==> src/rtl/fifo_if.sv <==
// Handshake bundle between a producer/consumer and the fifo: the strobes and write data
// go toward the fifo; the flags, count and read data come back.
interface fifo_if #(
  parameter int DATA_WIDTH  = 10,
  parameter int COUNT_WIDTH = 5
);
  logic                   push;
  logic                   pop;
  logic [DATA_WIDTH-1:0]  inp_data;
  logic                   empty;
  logic                   full;
  logic [COUNT_WIDTH-1:0] cur_size;
  logic [DATA_WIDTH-1:0]  out_data;

  modport master (
    output push, pop, inp_data,
    input  empty, full, cur_size, out_data
  );

  modport slave (
    input  push, pop, inp_data,
    output empty, full, cur_size, out_data
  );
endinterface

==> src/rtl/fifo.sv <==
// Single-clock 16 x 10-bit FIFO with a registered read port, an occupancy count, and
// empty/full flags decoded from that count.
module fifo #(
  parameter int DATA_WIDTH  = 10,
  parameter int DEPTH       = 16,
  parameter int ADDR_WIDTH  = 4,
  parameter int COUNT_WIDTH = 5
) (
  input logic   clk,
  input logic   reset,
  fifo_if.slave bus
);

  localparam logic [COUNT_WIDTH-1:0] COUNT_ONE  = COUNT_WIDTH'(1);
  localparam logic [COUNT_WIDTH-1:0] COUNT_FULL = COUNT_WIDTH'(DEPTH);
  localparam logic [ADDR_WIDTH-1:0]  PTR_ONE    = ADDR_WIDTH'(1);

  logic [DATA_WIDTH-1:0]  mem [DEPTH];
  logic [ADDR_WIDTH-1:0]  wr_ptr;
  logic [ADDR_WIDTH-1:0]  rd_ptr;
  logic [COUNT_WIDTH-1:0] count;
  logic [DATA_WIDTH-1:0]  rd_data;
  logic                   empty;
  logic                   full;
  logic                   rd_en;
  logic                   wr_en;

  assign empty = (count == '0);
  assign full  = (count == COUNT_FULL);

  // When full, a same-edge pop frees the head slot, so the push may still be taken.
  assign rd_en = bus.pop & ~empty;
  assign wr_en = bus.push & (~full | rd_en);

  // Storage is deliberately not cleared on reset; resetting the pointers is enough.
  always_ff @(posedge clk) begin
    if (!reset && wr_en) begin
      mem[wr_ptr] <= bus.inp_data;
    end
  end

  always_ff @(posedge clk) begin
    if (reset) begin
      wr_ptr  <= '0;
      rd_ptr  <= '0;
      count   <= '0;
      rd_data <= '0;
    end else begin
      if (wr_en) begin
        wr_ptr <= wr_ptr + PTR_ONE;
      end
      if (rd_en) begin
        rd_ptr  <= rd_ptr + PTR_ONE;
        rd_data <= mem[rd_ptr];
      end
      case ({wr_en, rd_en})
        2'b10:   count <= count + COUNT_ONE;
        2'b01:   count <= count - COUNT_ONE;
        default: count <= count;
      endcase
    end
  end

  assign bus.empty    = empty;
  assign bus.full     = full;
  assign bus.cur_size = count;
  assign bus.out_data = rd_data;

endmodule

==> src/flat_wrapper.sv <==
// flat-port wrapper written by rule: the top's interface ports become plain ports
module fifo_flat 
#(
  parameter int DATA_WIDTH  = 10,
  parameter int DEPTH       = 16,
  parameter int ADDR_WIDTH  = 4,
  parameter int COUNT_WIDTH = 5
)
  (clk, reset, bus_push, bus_pop, bus_inp_data, bus_empty, bus_full, bus_cur_size, bus_out_data);
  fifo_if #(.DATA_WIDTH(DATA_WIDTH), .COUNT_WIDTH(COUNT_WIDTH)) bus_i ();
  input logic clk;
  input logic reset;
  input wire logic [$bits(bus_i.push)-1:0] bus_push;
  input wire logic [$bits(bus_i.pop)-1:0] bus_pop;
  input wire logic [$bits(bus_i.inp_data)-1:0] bus_inp_data;
  output wire logic [$bits(bus_i.empty)-1:0] bus_empty;
  output wire logic [$bits(bus_i.full)-1:0] bus_full;
  output wire logic [$bits(bus_i.cur_size)-1:0] bus_cur_size;
  output wire logic [$bits(bus_i.out_data)-1:0] bus_out_data;
  assign bus_i.push = bus_push;
  assign bus_i.pop = bus_pop;
  assign bus_i.inp_data = bus_inp_data;
  assign bus_empty = bus_i.empty;
  assign bus_full = bus_i.full;
  assign bus_cur_size = bus_i.cur_size;
  assign bus_out_data = bus_i.out_data;
  fifo #(.DATA_WIDTH(DATA_WIDTH), .DEPTH(DEPTH), .ADDR_WIDTH(ADDR_WIDTH), .COUNT_WIDTH(COUNT_WIDTH)) u_core (.clk(clk), .reset(reset), .bus(bus_i));
endmodule
==> config.mk <==
export PLATFORM = sky130hd
export DESIGN_NAME = fifo_flat
export DESIGN_NICKNAME = d
export VERILOG_FILES = /design/src/rtl/fifo_if.sv /design/src/rtl/fifo.sv /design/src/flat_wrapper.sv
export SDC_FILE = /design/constraint.sdc
export NUM_CORES = 1
export LEC_CHECK = 0
export ABC_AREA = 1
export CAP_MARGIN = 40
export CORE_ASPECT_RATIO = 0.75
export CORE_MARGIN = 2
export CORE_UTILIZATION = 40
export CTS_BUF_LIST = sky130_fd_sc_hd__clkbuf_4 sky130_fd_sc_hd__clkbuf_8
export DETAILED_ROUTE_END_ITERATION = 7
export SLEW_MARGIN = 15
export SYNTH_ARGS = -nofsm -noshare
export SYNTH_HDL_FRONTEND = slang
export SYNTH_SLANG_ARGS = --single-unit
==> constraint.sdc <==
create_clock -name clk -period 2.8 [get_ports clk]
set_input_delay 0.56 -clock clk [delete_from_list [all_inputs] [get_ports clk]]
set_output_delay 0.56 -clock clk [all_outputs]
set_load 0.02 [all_outputs]
## Word-level counts from Yosys, hierarchy flattened

Memory sizes are Yosys's and may differ from the RTL's. A register that Yosys moved wholly into a read port is not among the register bits.
Index checks and enable logic that the tools add are counted.

- Add/sub/neg operators: 4
- Equal/unequal tests: 3
- Muxes and demuxes: 3
- Bitwise gates (word level): 5
- Reduce and logical (&&, ||, !) cells: 4

Operator list:

| kind | count |
|---|---|
| $pmux 5 s2 | 1 |
| $add 4x1->4 const B | 2 |
| $add 5x1->5 const B | 1 |
| $eq 5x5->1 const B | 1 |
| $logic_not 5->1 | 1 |
| $sub 5x1->5 const B | 1 |
| $and 1x1->1 | 2 |
| $eq 2x1->1 const B | 1 |
| $eq 2x2->1 const B | 1 |
| $mux 1 | 2 |
| $not 1->1 | 2 |
| $reduce_bool 2->1 | 1 |
| $logic_and 1x1->1 | 1 |
| $logic_not 1->1 | 1 |
| $or 1x1->1 | 1 |

- Register bits after elaboration: 13
- Bits in writable memories: 160
- Bits of input ports: 14
- Output and inout port bits: 17
- Logic and storage cells: 23
- Memories kept: 1

Memory list:

| name | depth | width | rd ports | clocked after Yosys merged registers in | write ports | line | source |
|---|---|---|---|---|---|---|---|
| u_core.mem | 16 | 10 | 1 | 1 | 1 | fifo.sv:18 | `logic [DATA_WIDTH-1:0] mem [DEPTH];` |

## Longest topological paths before layout

- Depth in word-level cells: 8
- Mapped depth: 15
- Gate-level depth less buffers: 15

## Least setup slack after synthesis

No wires, ideal clock.

- Path kind: reg2reg
- From: register u_core.count[0], in the netlist u_core.bus.cur_size[0]
- To: register u_core.count[4], in the netlist u_core.bus.cur_size[4]
- Library setup time: 115 ps
- Arrival: 1936 ps
- Data required time: 2685 ps
- Slack: 749 ps
- Cell stages (with the launch flop): 16
- Buffers on the path: 0
- Clock period less this slack: 2051 ps
- Cell sequence: dfxtp_1 > nor2_4 > nand3_2 > nand2_4 > inv_4 > nand2_4 > inv_1 > fa_1 > nand2_1 > nand2_1 > a21oi_1 > nand2_1 > nand2_1 > nand3_1 > nand2_1 > nor2_1

- Word-level cells in the longest chain between the ends: 7
- Elaborated cells between the ends (all ways): 13
- Classes of those cells: add/sub: 2; eq/ne: 3; mux: 1; bitwise: 5; reduce/logical: 2

RTL lines:

| item | line | source |
|---|---|---|
| start: declaration | fifo.sv:21 | `logic [COUNT_WIDTH-1:0] count;` |
| start signal: assignment | fifo.sv:57 | `2'b10: count <= count + COUNT_ONE;` |
| start signal: assignment | fifo.sv:58 | `2'b01: count <= count - COUNT_ONE;` |
| start signal: assignment | fifo.sv:59 | `default: count <= count;` |
| $logic_not 5->1 | fifo.sv:28 | `assign empty = (count == '0);` |
| $not 1->1 | fifo.sv:32 | `assign rd_en = bus.pop & ~empty;` |
| $and 1x1->1 | fifo.sv:32 |  |
| $or 1x1->1 | fifo.sv:33 | `assign wr_en = bus.push & (~full \| rd_en);` |
| $and 1x1->1 | fifo.sv:33 |  |
| $eq 2x1->1 / $eq 2x2->1 (equally long branches) | fifo.sv:56 | `case ({wr_en, rd_en})` |
| $pmux 5 s2 / $reduce_bool 2->1 (equally long branches) | n/a |  |

Parallel ways exist; a longest one is shown, timed or not.
A chain may end at the register's enable or synchronous reset.

## Worst setup path in the final report

- From: register u_core.count[0], in the netlist u_core.bus.cur_size[0]
- To: output port bus_empty

- Word-level cells in the longest chain between the ends: 1

RTL lines:

| item | line | source |
|---|---|---|
| $logic_not 5->1 | fifo.sv:28 |  |
| end: declaration | flat_wrapper.sv:16 | `output wire logic [$bits(bus_i.empty)-1:0] bus_empty;` |

No other way between the ends.

==> impl_results.md <==
- Avg Cell Area, Syn: 10.1 um^2
- Reg area: 5270 um^2
- Worst-Skew Late Latency: around 0.47 ns
- Post-synth EDFFs: 160
- Worst-Margin Slew: slightly above 0.8 ns
- Die width: 168 um
- Fraction of power consumed by the clock network: around 28%
- Crit. End Element: output port
- DRC viols: 0
- Post-synthesis simple-gate area fraction: about 23%
- CTS buffer count: 17
- GRT overflow: 0
- Nets: roughly 860
- Crit Path Max Fanout: 6
- Row cnt: between 40 and 50
- Die Ht: 127 um
- Initial antenna violation count: 0
- IO Count: 31
- Diodes inserted: 0
- Commonest cells in the netlist: nand2_1, edfxtp_1, nand3_1
- CTS resizes: 0
- Setup violators final: 0
- Comb power frac: approximately a quarter
- Seq cells post-synth: roughly 180
- Max Cap Viol: 0
- CTS tree: yes
- Min Tclk post-route: approximately 2.4 ns
- R2R setup slack: 0.60 ns
- Post-Synth Adder-Cell Area: around 1.5%
- Post-synthesis cell type count: 28
- Pwr per Cell Area: ~760 nW/um^2
- Reg2reg end: u_core.bus.cur_size[4]$_SDFFE_PP0P_
- Setup TNS: 0 ns
- Complex-gate fraction of the synthesized area: roughly 1.9%
- Wire per inst: ~17 um
- WP data required: ~2.2 ns
- Area leader, netlist: edfxtp_1
- Post-synth top area share: 59.9%
- Worst reg2reg path depth: 15
- Final Cycle Share: slightly below 90%
- RSZ-0062 raised after global routing: no
- Starting Density: 41.2%
- Crit path launch: u_core.bus.cur_size[0]$_SDFFE_PP0P_
- IO Port Bufs: 30
- Post-CTS setup buffers: 0
- Yosys warning count: 0
- Final Hold Viols: 0
- IR drop worst, VDD: about 0.29 mV
- Ys flop type: edfxtp_1
- Final Slew Violations: 0
- Clock Skew: 0.0194 ns
- Vias in the first global route: 5012
- Switching pwr: between 0.002 and 0.0025 W
- CTS Hold Buffers Added: 0
- GP Congestion: between 0.8 and 0.9
- Fmax: slightly above 400 MHz
- Cell count after synthesis: a little under 800
- Worst-path clk slew: approximately 0.1 ns
- Post-route antenna net violation count: 0
- Full die area: 21200 um^2
- Routed WL: 18500 um
- Power Total: roughly 0.007 W
- Net Count, Synth: a little over 800
- Outcome: completed
- Deepest clock path buffer count: 2
- Seq pwr share: between 40% and 50%
- Area contributors post-synth: edfxtp_1, nand2_1, nand3_1
- Data arrival, critical path: 1.87 ns
- Iteration-0 DRC Markers: 608
- Footprint of the multi-input gates: 2140 um^2
- Sequential area share after synthesis: 65.6%
- Leak Pwr: around 3.8 nW
- GRT Util Overall: 18.3%
- Pre-Repair DR Iteration Count: 4
- Setup CP Type: reg2out
- Core area: 19500 um^2
- End of the critical path: bus_empty
- Multiplexer share of the synthesized area: 0%
- Sw Ratio: 32.8%
- Power Internal: ~0.0047 W
- Worst slew margin: about 45%
- First-pass GRT wire length: between 20000 and 30000 um
- Post-Synth XOR/XNOR Area: 0.327%
- Hold crit path type: reg2reg
- Share of post-route cells with drive strength above 1: between 10% and 20%
- Clock sinks: between 150 and 200
- Largest family of logic cells by synthesized area: simple AND/OR/NAND/NOR gates
- Startpoint types: flop
- DR vias: around 5.4k
- Worst r2r src: u_core.bus.cur_size[0]$_SDFFE_PP0P_
- Vias per Instance: between 4 and 5
- Synth-to-layout area growth: 13.7%
- FILL cells: about 1.8k
- Post-detail-place hpwl: 11700 um
- Cell Area, Synth: roughly 8000 um^2
- Largest net degree at the start of global routing: a little over 80
- Most used standard cell by instance count after synthesis: nand2_1
- H-Tree Depth: 4
- Root Driver: clkbuf_8
- Ys async rst share: 0%
[power groups by stage]
stage | Sequential (W) | Combinational, W | Clock (W)
5_1_grt | 0.00318 | 0.00205 | 0.00210
4_1_cts | 0.00316 | 0.00185 | 0.00201
6_report | 0.00316 | 0.00184 | 0.00198
3_5_place_dp | 0.00323 | 0.00184 | 0
3_3_place_gp | 0.00322 | 0.00183 | 0
2_1_floorplan | 0.00330 | 0.00118 | 0
[worst min path at each step]
stage                                                to                           from  depth (start not counted)
after global routing      u_core.rd_ptr[1]$_SDFFE_PP0N_  u_core.rd_ptr[1]$_SDFFE_PP0N_                          2
after CTS                 u_core.rd_ptr[1]$_SDFFE_PP0N_  u_core.rd_ptr[1]$_SDFFE_PP0N_                          2
after floorplan           u_core.wr_ptr[3]$_SDFFE_PP0N_  u_core.wr_ptr[3]$_SDFFE_PP0N_                          2
after detailed placement  u_core.rd_ptr[1]$_SDFFE_PP0N_  u_core.rd_ptr[1]$_SDFFE_PP0N_                          2
after global placement    u_core.rd_ptr[1]$_SDFFE_PP0N_  u_core.rd_ptr[1]$_SDFFE_PP0N_                          2
final                     u_core.rd_ptr[1]$_SDFFE_PP0N_  u_core.rd_ptr[1]$_SDFFE_PP0N_                          2
[through the flow]
step / worst slack (ns) / instance area [um^2] / cells / util, % / hold slack [ns]
final: 0.373 / 9120 / 1104 / 46.8 / 0.483
after global routing: 0.271 / 9120 / 1104 / 46.8 / 0.521
after CTS: 0.334 / 9120 / 1104 / 46.8 / 0.492
after detailed placement: 0.222 / 8690 / 1073 / 44.6 / 0.479
after global placement: 0.252 / 8690 / 1073 / 44.6 / 0.475
after floorplan: 0.749 / 8030 / 796 / - / 0.470
[logic make-up after synthesis]
| kind of cell | Yosys count |
|---|---|
| compound gates | 28 |
| xor+xnor | 3 |
| fa+ha+maj | 9 |
| buf+inv | 145 |
| flops | 183 |
| simple gates | 428 |
[per-layer routing]
layer	wire length (um)	vias to the layer above	global-route usage, %
met4	192	0	5.22
met3	1240	14	4.21
met1	9370	2533	28.3
met2	7680	147	25.7
met5	0	-	0
li1	-	2667	-
[layout by cell type (no fill, tap or decap), drive strengths merged, types with 2 or more instances in the layout]
cell,instances
nand3,123
nor2,74
clkdlybuf4s50,30
ha,8
inv,114
clkbuf,18
xor2,3
buf,30
dfxtp,23
o21ai,20
clkinv,2
a21oi,7
nand2,231
bufinv,4
edfxtp,160
clkinvlp,2
[registers in the layout, summed over array words and instances (netlist names)]
| register | count |
|---|---|
| u_core.bus.cur_size | 5 |
| u_core.bus.out_data | 10 |
| u_core.mem | 160 |
| u_core.rd_ptr | 4 |
| u_core.wr_ptr | 4 |
[worst max-delay path, cell delays in order (launching register included)]
cell	delay (ns)
dfxtp_1	0.42
nor2_4	0.18
nand3_2	0.12
inv_1	0.07
clkdlybuf4s50_1	0.60
[layout make-up]
| type | count | area share [%] |
|---|---|---|
| timing repair buffer | 60 | 6.03 |
| tap | 253 | 3.47 |
| multi-input combinational | 468 | 23.5 |
| clock buffer | 18 | 2.65 |
| clock inverter | 13 | 2.11 |
| inverter | 109 | 4.54 |
| sequential | 183 | 57.7 |
(Power assumes the default switching activity.)
